## config.mk

```make
export PLATFORM = sky130hd
export DESIGN_NAME = adder_tree_pipe
export DESIGN_NICKNAME = d
export VERILOG_FILES = /design/src/rtl/adder_tree_pipe.sv
export SDC_FILE = /design/constraint.sdc
export NUM_CORES = 1
export LEC_CHECK = 0
export CORE_MARGIN = 2
export CORE_UTILIZATION = 42
export CTS_BUF_LIST = sky130_fd_sc_hd__clkbuf_16
export CTS_CLUSTER_DIAMETER = 200
export DETAILED_ROUTE_END_ITERATION = 12
export SETUP_SLACK_MARGIN = 0.3
export SLEW_MARGIN = 25
export SYNTH_ARGS = -nofsm -noshare
export SYNTH_HDL_FRONTEND = slang
export SYNTH_SLANG_ARGS = --single-unit
export TNS_END_PERCENT = 30
```

## constraint.sdc

```tcl
create_clock -name clk -period 9.1 [get_ports clk]
set_input_delay 1.82 -clock clk [delete_from_list [all_inputs] [get_ports clk]]
set_output_delay 1.82 -clock clk [all_outputs]
set_load 0.005 [all_outputs]
```

## src/rtl/adder_tree_pipe.sv

```systemverilog
// Pipelined unsigned adder tree. There is one register level per tree level, and the
// last level can accumulate onto the previous result with a sticky overflow flag.
module adder_tree_pipe #(
    parameter int DSIZE  = 64,
    parameter int NUM_IN = 4,
    localparam int LVL   = $clog2(NUM_IN),
    localparam int OSIZE = DSIZE + LVL
) (
    input  logic                    clk,
    input  logic                    rst_n,
    input  logic                    in_valid,
    output logic                    in_ready,
    input  logic [NUM_IN*DSIZE-1:0] in_data,
    input  logic                    in_acc,
    output logic                    out_valid,
    input  logic                    out_ready,
    output logic [OSIZE-1:0]        out_sum,
    output logic                    out_ovf
);

    logic stall;

    assign stall    = out_valid && !out_ready;
    assign in_ready = !stall;

    // Level 0 is the raw input beat; levels 1..LVL-1 are registered pair sums.
    // Each level's data widens by one bit, so nothing inside the tree can overflow.
    for (genvar k = 0; k < LVL; k++) begin : g_lvl
        localparam int N = NUM_IN >> k;
        localparam int W = DSIZE + k;

        logic [N-1:0][W-1:0] sum;
        logic                vld;
        logic                acc;

        if (k == 0) begin : g_src
            for (genvar i = 0; i < NUM_IN; i++) begin : g_lane
                assign sum[i] = in_data[i*DSIZE +: DSIZE];
            end
            assign vld = in_valid;
            assign acc = in_acc;
        end else begin : g_reg
            always_ff @(posedge clk or negedge rst_n) begin
                if (!rst_n) begin
                    sum <= '0;
                    vld <= 1'b0;
                    acc <= 1'b0;
                end else if (!stall) begin
                    vld <= g_lvl[k-1].vld;
                    acc <= g_lvl[k-1].acc;
                    for (int i = 0; i < N; i++)
                        sum[i] <= W'(g_lvl[k-1].sum[2*i]) + W'(g_lvl[k-1].sum[2*i+1]);
                end
            end
        end
    end

    logic [OSIZE-1:0] tree_sum;
    logic [OSIZE:0]   acc_sum;

    assign tree_sum = OSIZE'(g_lvl[LVL-1].sum[0]) + OSIZE'(g_lvl[LVL-1].sum[1]);
    assign acc_sum  = {1'b0, out_sum} + {1'b0, tree_sum};

    // The final level accumulates onto whatever out_sum currently holds. This applies
    // even when that result was already consumed downstream.
    always_ff @(posedge clk or negedge rst_n) begin
        if (!rst_n) begin
            out_sum   <= '0;
            out_valid <= 1'b0;
            out_ovf   <= 1'b0;
        end else if (!stall) begin
            out_valid <= g_lvl[LVL-1].vld;
            if (g_lvl[LVL-1].vld) begin
                if (g_lvl[LVL-1].acc) begin
                    out_sum <= acc_sum[OSIZE-1:0];
                    out_ovf <= out_ovf | acc_sum[OSIZE];
                end else begin
                    out_sum <= tree_sum;
                    out_ovf <= 1'b0;
                end
            end
        end
    end

endmodule

```

# After elaboration in Yosys (flattened, before gate mapping)
# Cells that the tools add are included.
# W data, S select, Z words.
# op_classes
add_sub_neg,4
muxes,2
bitwise,2
reduce_logical,4
# ops
operator,n
$add A64 B64 Y65,2
$add A66 B66 Y67,1
$add A65 B65 Y66,1
$mux W66,1
$logic_not A1 Y1,2
$reduce_and A2 Y1,1
$logic_and A1 B1 Y1,1
$mux W1,1
$not A1 Y1,1
$or A1 B1 Y1,1
# word_totals
regBits,200
wordCells,19

# Depth between registers and ports, before layout
# logic_depth
word_depth,4
mapped_depth,25
mapped_depth_nobuf,25

# Worst setup path after synthesis
# No wires, ideal clock.
# synth_path
path_kind,register to register
from,reg g_lvl[1].sum[0] in the netlist's numbering
to,reg out_ovf
arrival_time_ps,5235
t_required_ps,8964
setup_slack_ps,3729
stages_incl_launch_ff,25
n_path_buf,0
synth_period_minus_slack_ps,5371
cell_sequence,dfrtp_1 ha_1 fa_1 a211oi_1 o211a_1 or4_4 a2111oi_4 a211oi_2 nor2_1 nor2_1 o21ai_0 xor2_1 ha_1 and2_1 a221o_1 o21ai_0 nand2b_1 a21oi_1 o21ai_0 a221oi_1 o311ai_1 o211ai_1 o21ai_1 a2111oi_0 nor3_1
# synth_between
elab_chain_cells,4
# synth_lines
item,line,rtl
"start, declared",32,logic [N-1:0][W-1:0] sum;
"start signal, assigned by index",52,sum[i] <= W'(g_lvl[k-1].sum[2*i]) + W'(g_lvl[k-1].sum[2*i+1]);
$add A65 B65 Y66,61,assign tree_sum = OSIZE'(g_lvl[LVL-1].sum[0]) + OSIZE'(g_lvl[LVL-1].sum[1]);
$add A66 B66 Y67,62,"assign acc_sum = {1'b0, out_sum} + {1'b0, tree_sum};"
$or A1 B1 Y1,76,out_ovf <= out_ovf | acc_sum[OSIZE];
$mux W1,74,if (g_lvl[LVL-1].acc) begin
"end signal, assigned",76,
"end, declared",18,output logic out_ovf
# No other way between the ends.
# A chain may end at the register's enable or synchronous reset.

# Worst setup path after layout
# layout_path
from,reg g_lvl[1].sum[10] in the netlist's numbering
to,reg out_sum[58]
# layout_between
elab_chain_cells,3
# layout_lines
item,line,rtl
$add A65 B65 Y66 (*),61,
$add A66 B66 Y67,62,
$mux W66 (*),74,
"end signal, assigned",75,out_sum <= acc_sum[OSIZE-1:0];
"end signal, assigned",78,out_sum <= tree_sum;
"end, declared",17,"output logic [OSIZE-1:0] out_sum,"
# Every way passes the cells marked *; elsewhere a longest branch is shown, timed or not.

==> summary.txt <==
Power
  • Switching Fraction: 0.519
  • Psw: 5.15 mW
  • Static leakage: 11.6 nW
  • Power Density: 375 mW/mm²
  • VDD IR max: 0.000186 V
  • Seq pwr share: 0.147
  • Combinational Power Share: 0.776
  • P_int: 4.77 mW
  • Part of the power in the clock network: 0.077

Floorplanning
  • Starting Density: 0.423
  • Width of the die: 234 µm
  • Top Ports: 330
  • Core ar.: 0.0524 mm²
  • Die ar.: 0.0547 mm²
  • FP Rows: 84
  • DIE HEIGHT: 234 µm

Detailed routing
  • Via-to-Cell Ratio: 5.85
  • DR WL/cell: 19.5 µm
  • DR pass1 iterations: 6
  • Remaining antenna violation count after routing: 0
  • DR iter-0 viols: 1,615
  • Routed wire length: 73.4 mm
  • Post-route DRC violation count: 0
  • DR vias: 22,100

Worst setup path
  • FF-to-FF Start: g_lvl[1].sum[10]$_DFFE_PN0N_
  • Crit path launch type: register
  • CP startpoint: g_lvl[1].sum[10]$_DFFE_PN0N_
  • RR Endpoint: out_sum[58]$_DFFE_PN0P_
  • Setup crit end kind: register
  • R2R Setup Slk: 2.77 ns
  • Worst EP arrival: 6.69 ns
  • FF-to-FF path depth: 23
  • WS Path Type: register to register
  • CP Capture Point: out_sum[58]$_DFFE_PN0P_
  • CP Data Required Time: 9.46 ns
  • CP max FO: 7

Min path
  • Min-delay src: g_lvl[1].sum[65]$_DFFE_PN0N_
  • HP Class: register to register

CTS
  • CTS Buf Count: 17
  • Root Buffer: clkbuf_16
  • CTS max path bufs: 2
  • Cells resized by post-CTS repair: 0
  • Hold-fix buffers, CTS: 0
  • TritonCTS clock tree: yes
  • Clock Latency Late Sink: 0.48 ns
  • Clk slew on worst S/H paths: 0.08 ns
  • CTS HTree Levels: 4
  • # Post-CTS Setup Buffers: 0
  • Clock sink count: 200

Synthesis
  • Largest family of logic cells by synthesized area: compound AO/OA/AOI/OAI gates
  • Async set-reset flop share out of synthesis: 1.00
  • Warnings, synthesis: 0
  • Synthesized flop and latch total: 200
  • Most used flip-flop cell after synthesis: dfrtp_1
  • Largest area contributor in the netlist: dfrtp_1
  • Top cell type's share of synthesized area: 0.225
  • Synth Area in Simple Gates: 0.177
  • Post-Synth XOR/XNOR Area: 0.0910
  • Synthesized instance count: 2,858
  • Mux contribution to synthesized area: 0.0190
  • Sequential share of the synthesized area: 0.225
  • Syn Nets: 3,382
  • Adder-Cell Fraction of Synth Area: 0.150
  • Mapped Avg Cell Area: 7.77 µm²
  • Yosys cell types: 85
  • Number of flops mapped to enable cells by yosys: 0
  • Synthesized-area fraction occupied by ao, oa, aoi and oai cells: 0.304
  • Cell Area, Synth: 0.0222 mm²
  • Top post-synthesis cells by area: dfrtp_1 23%, ha_1 15%, a21oi_1 8.5%

GRT
  • First-pass GRT wire length: 113 mm
  • Met3 Use GR: 0.0339
  • Grt total ovfl: 0
  • Vias in the first global route: 20,600
  • Antenna violations before repair: 3
  • GRT Util Overall: 0.263
  • Met1 Use GR: 0.406
  • GRT busiest layer: met1
  • Largest net degree at the start of global routing: 107
  • Met2 Track Usage GR: 0.387

STA
  • Final Hold Viols: 0
  • # setup viols final: 0
  • Tmin final: 6.33 ns
  • Slack of the critical path: 2.77 ns
  • FMAX: 158 MHz
  • Relative slew slack: 0.255
  • Clock Skew: 0.0151 ns
  • Fin Setup TNS: 0 ns
  • Period utilization: 0.696
  • RSZ-0062 raised after global routing: no
  • Max Slew Vio Count: 0
  • Worst-margin pin slew: 1.12 ns

Finish
  • Most common cell after layout, fill and taps aside: a21oi_1
  • Layout cell share with drive strength beyond 1: 0.0276
  • Layout area overhead: 19.2%
  • Final Net Count: 3,594
  • Commonest non-fill, non-tap cells in the layout: 376 x a21oi_1, 328 x clkdlybuf4s50_1, 283 x nand2_1

Status
  • Run status: finished clean

Place
  • Count of input and output buffers: 329
  • RePlAce Congestion: 0.949
  • Place WS: 2.91 ns
  • HPWL Detailed: 60.2 mm

Flow run
  • Max cap viols: 0
power by group through the flow:
stage | clock network (mW) | registers (mW) | logic (mW)
6_report | 0.759 | 1.46 | 7.70
5_1_grt | 0.811 | 1.50 | 8.50
4_1_cts | 0.780 | 1.46 | 7.59
3_5_place_dp | 0 | 1.48 | 7.55
3_3_place_gp | 0 | 1.47 | 7.51
2_1_floorplan | 0 | 1.39 | 5.58
worst min path at each step:
stage	endpoint	slack (ns)	depth (start not counted)
2_1_floorplan	g_lvl[1].sum[65]$_DFFE_PN0N_	0.44	2
3_3_place_gp	g_lvl[1].sum[65]$_DFFE_PN0N_	0.46	2
5_1_grt	g_lvl[1].sum[65]$_DFFE_PN0N_	0.52	2
3_5_place_dp	g_lvl[1].sum[65]$_DFFE_PN0N_	0.47	2
6_report	g_lvl[1].sum[65]$_DFFE_PN0N_	0.48	2
4_1_cts	g_lvl[1].sum[65]$_DFFE_PN0N_	0.48	2
sequential cells by signal (all words and copies together), names as in the netlist:
register	cells
out_valid	1
g_lvl.vld	1
g_lvl.acc	1
out_sum	66
out_ovf	1
g_lvl.sum	130
area by class of cell:
cell class                 instances  area (µm²)
inverter                          58         220
clock buffer                      17         425
clock inverter                    15         135
fill                            5108       26000
antenna                            4        10.0
multi-input combinational       2456       16400
sequential                       200        5010
tap                              688         861
timing repair buffer             337        3360
cells by family after synthesis:
| family | Yosys count |
|---|---|
| DFF | 200 |
| AOI/OAI and AO/OA | 1077 |
| and+or+nand+nor | 845 |
| xor gates and xnor gates | 229 |
| adders and majority gates | 263 |
| muxes | 42 |
| buffers and inverters | 202 |
through the flow:
step / instance area, µm² / hold slack (ns) / cells / power [mW] / utilization
2_1_floorplan: 22200 / 0.443 / 2858 / 6.97 / -
3_3_place_gp: 25900 / 0.461 / 3739 / 8.98 / 0.494
3_5_place_dp: 25900 / 0.467 / 3739 / 9.02 / 0.494
4_1_cts: 26400 / 0.485 / 3771 / 9.83 / 0.504
5_1_grt: 26500 / 0.522 / 3773 / 10.8 / 0.504
6_report: 26500 / 0.479 / 3775 / 9.92 / 0.505
worst max-delay path: stages, from the launching register on:
cell,delay [ns]
dfrtp_1,0.39
ha_1,0.41
a21oi_1,0.30
o21ai_1,0.15
nor4b_1,0.50
a21oi_1,0.22
nor2b_1,0.20
a21boi_0,0.32
o21ai_0,0.20
a41oi_1,0.29
xnor2_1,0.21
ha_1,0.37
nand3_1,0.23
nor2_1,0.17
a41oi_1,0.22
o311ai_0,0.19
o21ai_0,0.25
nand3_1,0.17
a211oi_1,0.42
o21ai_1,0.17
a221oi_1,0.35
xor2_1,0.18
nor2_1,0.05
a211o_1,0.23
routing by layer:
layer  routed length [µm]  part of all wire  up-vias
li1                     -                 -    10900
met1                37600              0.51    10400
met2                30500              0.42      725
met3                 4170             0.057       66
met4                 1100             0.015        0
met5                    0                 0        -
synth_stat cells (5+ instances only):
library cell	instances
a311oi_1	5
a31o_2	6
clkbuf_1	135
a211oi_1	27
or3_1	9
nand4_1	60
o31ai_1	22
nor3b_1	5
o41ai_1	5
and3_1	21
nor2b_1	37
o31a_1	7
a211o_1	6
nor4b_1	6
o21ai_0	221
nand2b_1	30
nand3_1	60
nor4_1	7
o221ai_1	5
a2111oi_0	5
a21o_1	159
dfrtp_1	200
a221oi_1	14
buf_1	7
xnor2_1	136
a21oi_1	376
a31oi_1	28
ha_1	259
and4_1	9
inv_1	57
and2_1	21
o21ai_1	28
nor2_1	240
xor2_1	91
or2_2	6
o211ai_1	17
a41oi_1	7
o21a_1	31
nor3_1	40
o21bai_1	39
nand2_1	284
mux2i_1	41
a221o_1	11
a22oi_1	6
Power figures use the tool's default switching activity.
